<file path="config.mk">
export PLATFORM = sky130hd
export DESIGN_NAME = button_conditioner
export DESIGN_NICKNAME = d
export VERILOG_FILES = /design/src/rtl/button_conditioner.sv
export SDC_FILE = /design/constraint.sdc
export NUM_CORES = 1
export LEC_CHECK = 0
export BUFFER_PORTS_ARGS = -buffer_cell sky130_fd_sc_hd__buf_2
export CAP_MARGIN = 20
export CORE_MARGIN = 4
export CORE_UTILIZATION = 54
export CTS_BUF_LIST = sky130_fd_sc_hd__clkbuf_4
export DETAILED_ROUTE_END_ITERATION = 8
export GPL_TIMING_DRIVEN = 1
export MAX_ROUTING_LAYER = met4
export PLACE_DENSITY = 0.79
export SETUP_SLACK_MARGIN = 0.15
export SLEW_MARGIN = 20
export SYNTH_ARGS = -nofsm -noshare
export SYNTH_HDL_FRONTEND = slang
export SYNTH_SLANG_ARGS = --single-unit
</file>
<file path="constraint.sdc">
create_clock -name CLK_25MHZ -period 2.3 [get_ports CLK_25MHZ]
set_input_delay 0.115 -clock CLK_25MHZ [delete_from_list [all_inputs] [get_ports CLK_25MHZ]]
set_output_delay 0.115 -clock CLK_25MHZ [all_outputs]
set_load 0.01 [all_outputs]
</file>
<file path="src/rtl/button_conditioner.sv">
// button_conditioner: 2-flop sync + debounce with press/release strobes; BUTTON_CONDITIONER_AUTOREPEAT_EN adds held-button repeats
module button_conditioner #(
  parameter int N_BTN           = 2,
  parameter int DEBOUNCE_CYCLES = 250000,
  parameter bit INVERT_IN       = 1'b0,
  parameter int REPEAT_DELAY    = 6250000,
  parameter int REPEAT_PERIOD   = 2500000
) (
  input  logic             CLK_25MHZ,
  input  logic             RESET_N,
  input  logic [N_BTN-1:0] BTN_IN,
  output logic [N_BTN-1:0] BTN_LEVEL,
  output logic [N_BTN-1:0] BTN_PRESS,
  output logic [N_BTN-1:0] BTN_RELEASE
);
  localparam int CW = $clog2(DEBOUNCE_CYCLES);
  localparam logic [N_BTN-1:0] IDLE = {N_BTN{INVERT_IN}};
`ifdef BUTTON_CONDITIONER_AUTOREPEAT_EN
  localparam int RMAX = (REPEAT_DELAY > REPEAT_PERIOD) ? REPEAT_DELAY : REPEAT_PERIOD;
  localparam int RW = $clog2(RMAX + 1);
`endif
  if (DEBOUNCE_CYCLES < 2 || REPEAT_DELAY < 1 || REPEAT_PERIOD < 1) begin : g_bad_cfg
    $error("button_conditioner: DEBOUNCE_CYCLES>=2, REPEAT_DELAY>=1, REPEAT_PERIOD>=1 required");
  end
  logic [N_BTN-1:0] sync1, sync2, y;
  always_ff @(posedge CLK_25MHZ or negedge RESET_N)
    if (!RESET_N) begin
      sync1 <= IDLE;
      sync2 <= IDLE;
    end else begin
      sync1 <= BTN_IN;
      sync2 <= sync1;
    end
  assign y = sync2 ^ IDLE;
  for (genvar g = 0; g < N_BTN; g++) begin : g_ch
    logic [CW-1:0] cnt;
    logic lvl, prs, rls, accept, rep_fire;
    assign accept = (y[g] != lvl) && (cnt == CW'(DEBOUNCE_CYCLES - 1));
`ifdef BUTTON_CONDITIONER_AUTOREPEAT_EN
    logic [RW-1:0] rcnt;
    logic rep;
    // rep selects the first-repeat delay versus the steady repeat period
    assign rep_fire = lvl && !accept && (rcnt == (rep ? RW'(REPEAT_PERIOD - 1) : RW'(REPEAT_DELAY - 1)));
    always_ff @(posedge CLK_25MHZ or negedge RESET_N)
      if (!RESET_N) begin
        rcnt <= '0;
        rep  <= 1'b0;
      end else if (!lvl || accept) begin
        rcnt <= '0;
        rep  <= 1'b0;
      end else if (rep_fire) begin
        rcnt <= '0;
        rep  <= 1'b1;
      end else begin
        rcnt <= rcnt + 1'b1;
      end
`else
    assign rep_fire = 1'b0;
`endif
    always_ff @(posedge CLK_25MHZ or negedge RESET_N)
      if (!RESET_N) begin
        cnt <= '0;
        lvl <= 1'b0;
        prs <= 1'b0;
        rls <= 1'b0;
      end else begin
        cnt <= (y[g] == lvl || accept) ? '0 : cnt + 1'b1;
        lvl <= accept ? y[g] : lvl;
        prs <= (accept && y[g]) || rep_fire;
        rls <= accept && !y[g];
      end
    assign BTN_LEVEL[g]   = lvl;
    assign BTN_PRESS[g]   = prs;
    assign BTN_RELEASE[g] = rls;
  end
endmodule

</file>
# Word-level counts from Yosys, hierarchy flattened
# Index checks and enable logic that the tools add are counted.
dict set report word_totals {
  register_bits 46
  output_inout_bits 6
  word_cells 30
}
dict set report classes {
  n_addsub 2
  eq_ne 6
  n_mux 2
  n_reduce_logical 10
}
# cell count
set ops {}
lappend ops {{$add A18 B1 Y18 const B} 2}
lappend ops {{$eq A18 B18 Y1 const B} 2}
lappend ops {{$mux W18} 2}
lappend ops {{$logic_and A1 B1 Y1} 6}
lappend ops {{$eq A1 B1 Y1} 2}
lappend ops {{$logic_not A1 Y1} 2}
lappend ops {{$logic_or A1 B1 Y1} 2}
lappend ops {{$ne A1 B1 Y1} 2}

# Depth between registers and ports, before layout
# Gate-level depths: netlist of run 1.
dict set report logic_depth {
  word_depth 4
  ltp_mapped 5
}

# Worst setup path after synthesis of run 1
# OpenSTA, ideal clock, no wires.
dict set report synth_timing {
  path_kind {reg2reg}
  from {reg g_ch[1].cnt[10]}
  to {reg g_ch[1].lvl}
  setup_ns 0.125
  arrival_ns 1.780
  t_required_ns 2.175
  path_slack_ns 0.395
  stages_incl_launch_ff 4
  n_path_buf 0
  synth_period_minus_slack_ns 1.905
  cell_sequence {dfrtp_1 -> or4_4 -> or4_4 -> mux2_4}
}
dict set report synth_between {
  elab_chain_len 2
}
# item line_no
set synth_lines {}
lappend synth_lines {{start: declaration} 36} ;# logic [CW-1:0] cnt;
lappend synth_lines {{start signal: assignment} 67} ;# cnt <= (y[g] == lvl || accept) ? '0 : cnt + 1'b1;
lappend synth_lines {{$eq A18 B18 Y1} 38} ;# assign accept = (y[g] != lvl) && (cnt == CW'(DEBOUNCE_CYCLES - 1));
lappend synth_lines {{$logic_and A1 B1 Y1} 38}
lappend synth_lines {{end signal: assignment} 68} ;# lvl <= accept ? y[g] : lvl;
lappend synth_lines {{end: declaration} 37} ;# logic lvl, prs, rls, accept, rep_fire;
# Every way passes these cells.
# A chain may end at the register's enable or synchronous reset.

# Worst setup path after layout of run 1
# Same ends and word-level chain as after synthesis.

==> results of run 1 <==
Yosys cell counts, drive strengths merged (4+ instances only):
cell type  instances  area share
nor3b              4       0.014
nor4              10       0.029
dfrtp             46        0.53
nand3             13       0.030
nand4             11       0.034
inv                5      0.0086
xnor2             26        0.10
or3                4       0.011
nor2              38       0.065
nand2              9       0.015
buf                8       0.025
xor2               5       0.020
nor3               6       0.014
or4                5       0.022
final cells by class:
| cell class | instances | area [um^2] | share of cell area |
|---|---|---|---|
| sequential | 46 | 1150 | 0.481 |
| clock inverter | 1 | 30.0 | 0.0126 |
| inverter | 5 | 18.8 | 0.00785 |
| clock buffer | 7 | 52.6 | 0.0220 |
| tap | 48 | 60.1 | 0.0251 |
| timing repair buffer | 17 | 115 | 0.0481 |
| multi-input combinational | 149 | 965 | 0.403 |
placed cells by master (no fill, tap or decap):
cell type | Yosys | routed
nand2_1 | 9 | 9
or2_2 | 1 | 1
nand2b_1 | 1 | 1
o41ai_4 | 2 | 2
nor3b_1 | 4 | 4
nor2_1 | 38 | 38
dlygate4sd3_1 | 0 | 3
bufinv_16 | 0 | 1
dfrtp_1 | 46 | 46
mux2_4 | 1 | 1
buf_4 | 6 | 6
nand3_1 | 13 | 13
nor2b_1 | 1 | 1
o21ai_0 | 1 | 1
buf_2 | 2 | 8
mux2_2 | 1 | 1
nor4_1 | 10 | 10
a21oi_1 | 3 | 3
or3_1 | 4 | 4
nor3_1 | 6 | 6
or4_4 | 3 | 3
xnor2_1 | 26 | 26
nand4_1 | 10 | 10
inv_1 | 5 | 5
clkbuf_4 | 0 | 7
xor2_1 | 5 | 5
or4_1 | 2 | 2
o31ai_1 | 2 | 2
and3_2 | 1 | 1
nand4_2 | 1 | 1
and3_1 | 2 | 2
ha_1 | 2 | 2
logic make-up after synthesis:
logic type,Yosys count
simple gates,106
buf+inv,13
mux,2
compound gates,8
xor+xnor,31
flops,46
fa+ha+maj,2
state kept, by name, indices dropped and copies added (netlist names):
register  flops
g_ch.cnt     36
g_ch.lvl      2
g_ch.prs      2
g_ch.rls      2
sync1         2
sync2         2
layer usage:
metal  vias up  GRT usage  wire [um]
met5         -          -          0
met4         0     0.0626         59
met3         7     0.0379         83
met2        14      0.273       1850
met1       730      0.210       1720
li1        754          -          -
worst max path at each step:
stage	slack [ns]	depth (start not counted)	endpoint
3_3_place_gp	0.37	3	g_ch[1].lvl
5_1_grt	0.25	4	g_ch[0].lvl
4_1_cts	0.33	3	g_ch[1].lvl
6_report	0.32	3	g_ch[1].lvl
3_5_place_dp	0.35	3	g_ch[1].lvl
2_1_floorplan	0.39	3	g_ch[1].lvl
critical path: cells and delay by family (launching register included):
kind / cells / cell delay, ns
simple gates: 2 / 1.10
mux: 1 / 0.31
flops: 1 / 0.46
metrics by stage:
stage	hold WS, ns	cell area (um^2)	total power, mW
floorplan	-0.181	2190	0.871
global placement	0.223	2280	0.899
detailed placement	0.227	2280	0.901
CTS	0.369	2390	1.41
global route	0.315	2390	1.45
finish	0.256	2390	1.39
power by group:
group | leakage [nW] | internal, mW | switching [mW] | total, mW
clock network | 0.0463 | 0.254 | 0.250 | 0.505
registers | 0.629 | 0.821 | 0.0125 | 0.833
logic | 0.331 | 0.0227 | 0.0332 | 0.0560
repair_timing:
action,in CTS,in global routing
hold endpoints to repair,48,0
hold buffers,3,0
setup endpoints to repair,0,0
==> summary.md, run 1 <==
| Metric | Value |
|---|---|
| Final antenna-violating net count | `0` |
| PnR worst setup slack | `0.324 ns` |
| TritonCTS clock tree | `yes` |
| Maximum clock rate | `506 MHz` |
| Crit share post-route | `0.859` |
| Post-synthesis cell type count | `29` |
| Data required time of the critical path | `2.55 ns` |
| Final net count | `230` |
| Largest family of logic cells by synthesized area | `simple AND/OR/NAND/NOR gates` |
| Critical-path cell list | `or4_4, or4_4, mux2_4` |
| Complex-gate fraction of the synthesized area | `0.0411` |
| Dpl hpwl | `2610 um` |
| Inst Count DP | `262` |
| Simple-gate share of the synthesized area | `0.252` |
| Crit path max-delay cell type | `or4_4` |
| Largest net degree at the start of global routing | `47` |
| Root buffer cell | `clkbuf_4` |
| Mux share of post-synthesis cell area | `0.0120` |
| CTS Buffer Depth | `2` |
| DR vias/cell | `5.51` |
| Post-cts sizing count | `0` |
| Vias in the first global route | `1490` |
| Clk pin slew, worst setup/hold paths | `0.14 ns` |
| CP Max Fanout | `6` |
| Synth Register Bits | `46` |
| CP endpoint kind | `flip-flop` |
| FFs w/ async S/R, synth | `1.00` |
| WS Path Type | `reg2reg` |
| Antenna diodes | `0` |
| Area delta synth->final | `9.26%` |
| Max-cap violations | `0` |
| Synth Net Count | `214` |
| Power Dens Cells | `583 nW/um^2` |
| Initial Util | `0.576` |
| Die Y | `71.7 um` |
| Via total after detailed routing | `1505` |
| Share of layout cells above drive strength 1 | `0.142` |
| Max Slew Vio Count | `0` |
| Synth warn | `0` |
| Final min period | `1.98 ns` |
| Final global-route overflow total | `0` |
| Unrepaired setup endpoints after global routing | `false` |
| Register area share after synthesis | `0.526` |
| CP arrival | `2.22 ns` |
| Slowest stage delay, CP | `0.58 ns` |
| Slew headroom | `0.639` |
| Status | `completed` |
| Global-route usage over all layers | `0.170` |
| Number of detailed-route iterations in the first pass | `4` |
| WL/cell | `13.6 um` |
| Chip width | `71.7 um` |
| Setup tns final | `0 ns` |
| Clk_lat worst skew | `0.36 ns` |
| Global-route wire length before repair | `6730 um` |
| Drt drc | `0` |
| Static leakage | `1.01 nW` |
| I/O Buffers | `9` |
| Max VDD drop | `0.397 mV` |
| DRT iter0 DRCs | `100` |
| Cell count of the worst reg-to-reg path | `3` |
| Mean Syn Cell Area | `10.5 um^2` |
| # rows | `22` |
| Postcts setup bufs | `0` |
| Crit path top cell by count | `or4_4` |
| Final core utilization | `0.630` |
| Clock sinks | `46` |
| H-tree levels | `2` |
| RD Place Congestion | `0.845` |
| Startpoint Class | `flip-flop` |
| Worst-Margin Slew | `0.542 ns` |
| Hold crit path type | `in2async` |
| Core area | `3800 um^2` |
| Cells after Synth | `208` |
| Primary FF master, synth | `dfrtp_1` |
| Place WS | `0.351 ns` |
| Non-Filler Instances | `273` |
| Worst Clk Skew | `0.0175 ns` |
| Reg-to-Reg Start | `g_ch[1].cnt[10]` |
| Mapped Area | `2190 um^2` |
| Crit. Startpoint | `g_ch[1].cnt[10]` |
| R2r setup slk | `0.32 ns` |
| Fill cells | `309` |
| I/O pin cnt | `10` |
| Post-Synth XOR/XNOR Area | `0.124` |
| Reg2reg end | `g_ch[1].lvl` |
| Full die area | `5140 um^2` |
| Post-synth EDFFs | `0` |
| Fin. Hold Viols | `0` |
| Post-Route WL | `3710 um` |
| Initial antenna violation count | `0` |
| Adder-Cell Fraction of Synth Area | `0.0114` |
| Finish-stage setup viols | `0` |
| CTS Buf Count | `5` |
No activity file was read; power rests on OpenSTA's default activity.
==> run 2: changes to the inputs <==
- clock period: 2.3 -> 2.2 ns (I/O delays scaled with it)
==> summary.md, run 2 (synthesized netlist as in run 1, its figures left out) <==
| Metric | Value |
|---|---|
| Slowest stage delay, CP | `0.58 ns` |
| Place WS | `0.218 ns` |
| Hold crit path type | `in2async` |
| CP endpoint kind | `flip-flop` |
| Core area | `3800 um^2` |
| Setup tns final | `0 ns` |
| Inst Count DP | `265` |
| Critical-path cell list | `or4_4, or4_4, mux2_4` |
| I/O pin cnt | `10` |
| Max Slew Vio Count | `0` |
| Final antenna-violating net count | `0` |
| Power Dens Cells | `561 nW/um^2` |
| PnR worst setup slack | `0.241 ns` |
| Static leakage | `1.00 nW` |
| I/O Buffers | `9` |
| Top delay family on crit path | `simple AND/OR/NAND/NOR gates` |
| Crit path max-delay cell type | `or4_4` |
| # rows | `22` |
| CP arrival | `2.24 ns` |
| H-tree levels | `2` |
| CP bufs+invs | `0` |
| Final min period | `1.96 ns` |
| CTS Buffer Depth | `2` |
| Share of layout cells above drive strength 1 | `0.157` |
| Max VDD drop | `0.368 mV` |
| Area delta synth->final | `9.54%` |
| Initial antenna violation count | `0` |
| WL/cell | `13.5 um` |
| Crit share post-route | `0.890` |
| WS Path Type | `reg2reg` |
| Clk_lat worst skew | `0.37 ns` |
| Die Y | `71.7 um` |
| Worst-Margin Slew | `0.529 ns` |
| Worst Clk Skew | `0.0196 ns` |
| Global-route wire length before repair | `7130 um` |
| Final net count | `234` |
| Root buffer cell | `clkbuf_4` |
| Final core utilization | `0.631` |
| Largest net degree at the start of global routing | `27` |
| Initial Util | `0.576` |
| Antenna diodes | `0` |
| Largest register FFs | `36` |
| Full die area | `5140 um^2` |
| Unrepaired setup endpoints after global routing | `false` |
| CTS Buf Count | `5` |
| Post-cts sizing count | `0` |
| Crit path top cell by count | `or4_4` |
| Max-cap violations | `0` |
| Fin. Hold Viols | `0` |
| Global-route usage over all layers | `0.179` |
| CP Max Fanout | `6` |
| Non-Filler Instances | `277` |
| Startpoint Class | `flip-flop` |
| Chip width | `71.7 um` |
| Placed Area | `2300 um^2` |
| Dpl hpwl | `2770 um` |
| Hold WS | `0.230 ns` |
| Fill cells | `298` |
| Overall Power | `1.35 mW` |
| DRT iter0 DRCs | `111` |
| TritonCTS clock tree | `yes` |
| Reg with most FFs | `g_ch.cnt` |
| Clock sinks | `46` |
| Finish-stage setup viols | `0` |
| Via total after detailed routing | `1530` |
| Vias in the first global route | `1673` |
| Commonest non-fill, non-tap cell in the layout | `dfrtp_1` |
| Clk pin slew, worst setup/hold paths | `0.15 ns` |
| Status | `completed` |
| DR vias/cell | `5.52` |
| Maximum clock rate | `511 MHz` |
| RD Place Congestion | `0.815` |
| Most frequent cells in the layout | `dfrtp_1, nor2_1, xnor2_1, nand3_1` |
| Final global-route overflow total | `0` |
| Final non-filler cell area | `2400 um^2` |
| Drt drc | `0` |
| Data required time of the critical path | `2.48 ns` |
| Number of detailed-route iterations in the first pass | `4` |
| Slew headroom | `0.647` |
| Post-Route WL | `3730 um` |
## run 2: cell count changes in the layout (fill, tap and decap cells not counted), sizes merged
| cell | previous run | this run |
|---|---|---|
| buf | 14 | 18 |
| bufinv | 1 | 0 |
| inv | 5 | 6 |
| clkbuf | 7 | 5 |
| clkinvlp | 0 | 2 |
## run 2: worst paths after layout
kind	from	to	slack, ns	cells past startpoint
setup reg to reg	g_ch[1].cnt[10]	g_ch[1].lvl	0.24	3
hold reg to reg	sync1[0]	sync2[0]	0.37	0
setup / recovery	g_ch[1].cnt[10]	g_ch[1].lvl	0.24	3
max in group asynchronous	RESET_N	g_ch[1].cnt[10]	1.40	3
min in group CLK_25MHZ	BTN_IN[0]	sync1[0]	0.36	2
hold / removal	RESET_N	g_ch[0].prs	0.23	2
## run 2: metal layers
layer | vias to the layer above | wire [um] | track usage | share of wire
li1 | 761 | - | - | -
met1 | 741 | 1640 | 0.200 | 0.44
met2 | 19 | 1910 | 0.304 | 0.51
met3 | 9 | 112 | 0.0463 | 0.030
met4 | 0 | 69 | 0.0731 | 0.019
met5 | - | 0 | - | 0
## run 2: power breakdown
| part | switching (mW) | total, mW | internal, mW |
|---|---|---|---|
| Clock | 0.287 | 0.415 | 0.128 |
| Combinational | 0.0352 | 0.0604 | 0.0253 |
| Sequential | 0.0128 | 0.871 | 0.858 |
| Total | 0.335 | 1.35 | 1.01 |
## run 2: final cells by class
type,count,area [um^2],area share
Sequential cell,46,1150,0.480
Multi-Input combinational cell,149,965,0.402
Timing Repair Buffer,21,143,0.0595
Tap cell,48,60.1,0.0250
Clock buffer,5,37.5,0.0156
Clock inverter,3,23.8,0.00991
Inverter,5,18.8,0.00782
## run 2: repair_timing
item                                    4_1_cts  5_1_grt
buffers inserted                              0        1
hold buffers                                  3        0
endpoints found under the hold margin        26        0
endpoints found under the setup margin        0        1
==> run 3: changes to the inputs <==
- CELL_PAD_IN_SITES_DETAIL_PLACEMENT: not set -> 0
- CELL_PAD_IN_SITES_GLOBAL_PLACEMENT: not set -> 1
- CORE_UTILIZATION: 54 -> 50
- PLACE_DENSITY: 0.79 -> 0.89
==> summary.md, run 3 (synthesized netlist as in run 1, its figures left out) <==
| Metric | Value |
|---|---|
| Status | `completed` |
| Worst-Margin Slew | `0.364 ns` |
| Crit share post-route | `0.889` |
| WS Path Type | `reg2reg` |
| Reg with most FFs | `g_ch.cnt` |
| Top delay family on crit path | `simple AND/OR/NAND/NOR gates` |
| Vias in the first global route | `1642` |
| Setup tns final | `0 ns` |
| H-tree levels | `2` |
| Worst Clk Skew | `0.0159 ns` |
| Initial Util | `0.532` |
| CTS Buffer Depth | `2` |
| Max VDD drop | `0.469 mV` |
| Die Y | `74.2 um` |
| Startpoint Class | `flip-flop` |
| Overall Power | `1.45 mW` |
| Slew headroom | `0.755` |
| Inst Count DP | `264` |
| CP arrival | `2.21 ns` |
| Max-cap violations | `0` |
| Finish-stage setup viols | `0` |
| Clk pin slew, worst setup/hold paths | `0.14 ns` |
| Drt drc | `0` |
| Global-route usage over all layers | `0.170` |
| Largest net degree at the start of global routing | `32` |
| Clk_lat worst skew | `0.36 ns` |
| Full die area | `5500 um^2` |
| Fill cells | `348` |
| Via total after detailed routing | `1525` |
| Hold crit path type | `in2async` |
| Chip width | `74.2 um` |
| Postcts setup bufs | `0` |
| WL/cell | `14.2 um` |
| Commonest non-fill, non-tap cell in the layout | `dfrtp_1` |
| CP bufs+invs | `0` |
| DRT iter0 DRCs | `84` |
| CTS Buf Count | `5` |
| Static leakage | `1.00 nW` |
| Post-Route WL | `3920 um` |
| Final global-route overflow total | `0` |
| Unrepaired setup endpoints after global routing | `false` |
| Crit path top cell by count | `or4_4` |
| Critical-path cell list | `or4_4, or4_4, mux2_4` |
| Non-Filler Instances | `275` |
| Max Slew Vio Count | `0` |
| TritonCTS clock tree | `yes` |
| Initial antenna violation count | `0` |
| Seq. cell area | `1150 um^2` |
| Core area | `4120 um^2` |
| Final min period | `1.96 ns` |
| I/O pin cnt | `10` |
| Final net count | `230` |
| Slowest stage delay, CP | `0.58 ns` |
| Dpl hpwl | `2850 um` |
| Maximum clock rate | `512 MHz` |
| DR vias/cell | `5.55` |
| Data required time of the critical path | `2.46 ns` |
| Power Dens Cells | `603 nW/um^2` |
| Number of detailed-route iterations in the first pass | `4` |
| RD Place Congestion | `0.773` |
| Clock sinks | `46` |
| Fin. Hold Viols | `0` |
| Most frequent cells in the layout | `dfrtp_1, nor2_1, xnor2_1, nand3_1, nand4_1` |
| Global-route wire length before repair | `7000 um` |
| CP Max Fanout | `6` |
| Final antenna-violating net count | `0` |
| I/O Buffers | `9` |
| # rows | `23` |
| Area delta synth->final | `9.54%` |
| Root buffer cell | `clkbuf_4` |
| Crit path max-delay cell type | `or4_4` |
| Share of layout cells above drive strength 1 | `0.151` |
| Multi-input logic area | `971 um^2` |
| Largest register FFs | `36` |
| Antenna diodes | `0` |
| CP endpoint kind | `flip-flop` |
==> run 3: cell types whose count changed in the layout (fill, tap and decap cells not counted), sizes merged <==
cell	previous run	this run
clkinvlp	2	0
clkinv	0	1
buf	18	14
bufinv	0	1
==> run 3: area by class of cell <==
cell class                 instances  share of cell area
clock inverter                     3              0.0183
multi-input combinational        149               0.405
sequential                        46               0.480
timing repair buffer              17              0.0469
clock buffer                       5              0.0156
tap                               50              0.0261
inverter                           5             0.00782
==> run 3: report_power, final <==
| group | internal [mW] | leakage (nW) | switching (mW) |
|---|---|---|---|
| Clock | 0.242 | 0.0456 | 0.273 |
| Combinational | 0.0238 | 0.331 | 0.0360 |
| Sequential | 0.858 | 0.627 | 0.0136 |
| Total | 1.12 | 1.00 | 0.322 |
==> run 3: repair_timing <==
item	in CTS	in global routing
gates resized for setup	0	2
endpoints found under the hold margin	17	0
hold buffers	3	0
endpoints found under the setup margin	0	2
==> run 3: final timing paths <==
kind / slack [ns] / start / to / cells past startpoint
setup / recovery: 0.24 / g_ch[1].cnt[10] / g_ch[1].lvl / 3
hold / removal: 0.16 / RESET_N / g_ch[0].cnt[15] / 2
setup reg to reg: 0.24 / g_ch[1].cnt[10] / g_ch[1].lvl / 3
hold reg to reg: 0.37 / sync1[1] / sync2[1] / 0
max in group asynchronous: 1.32 / RESET_N / g_ch[0].cnt[10] / 3
min in group CLK_25MHZ: 0.37 / sync1[1] / sync2[1] / 0
==> run 3: per-layer routing <==
layer | share of wire | GRT usage | routed length, um | vias to the layer above
met4 | 0.016 | 0.0805 | 63 | 0
li1 | - | - | - | 752
met5 | 0 | - | 0 | -
met1 | 0.43 | 0.191 | 1680 | 738
met2 | 0.52 | 0.288 | 2050 | 26
met3 | 0.032 | 0.0338 | 124 | 9
==> run 3: through the flow <==
step / instance area (um^2) / hold slack, ns / worst slack, ns / util
after floorplan: 2190 / -0.186 / 0.295 / -
final: 2400 / 0.165 / 0.245 / 0.583
after global routing: 2400 / 0.173 / 0.165 / 0.583
after global placement: 2280 / 0.0300 / 0.263 / 0.554
after CTS: 2390 / 0.161 / 0.237 / 0.581
after detailed placement: 2280 / 0.0349 / 0.247 / 0.554
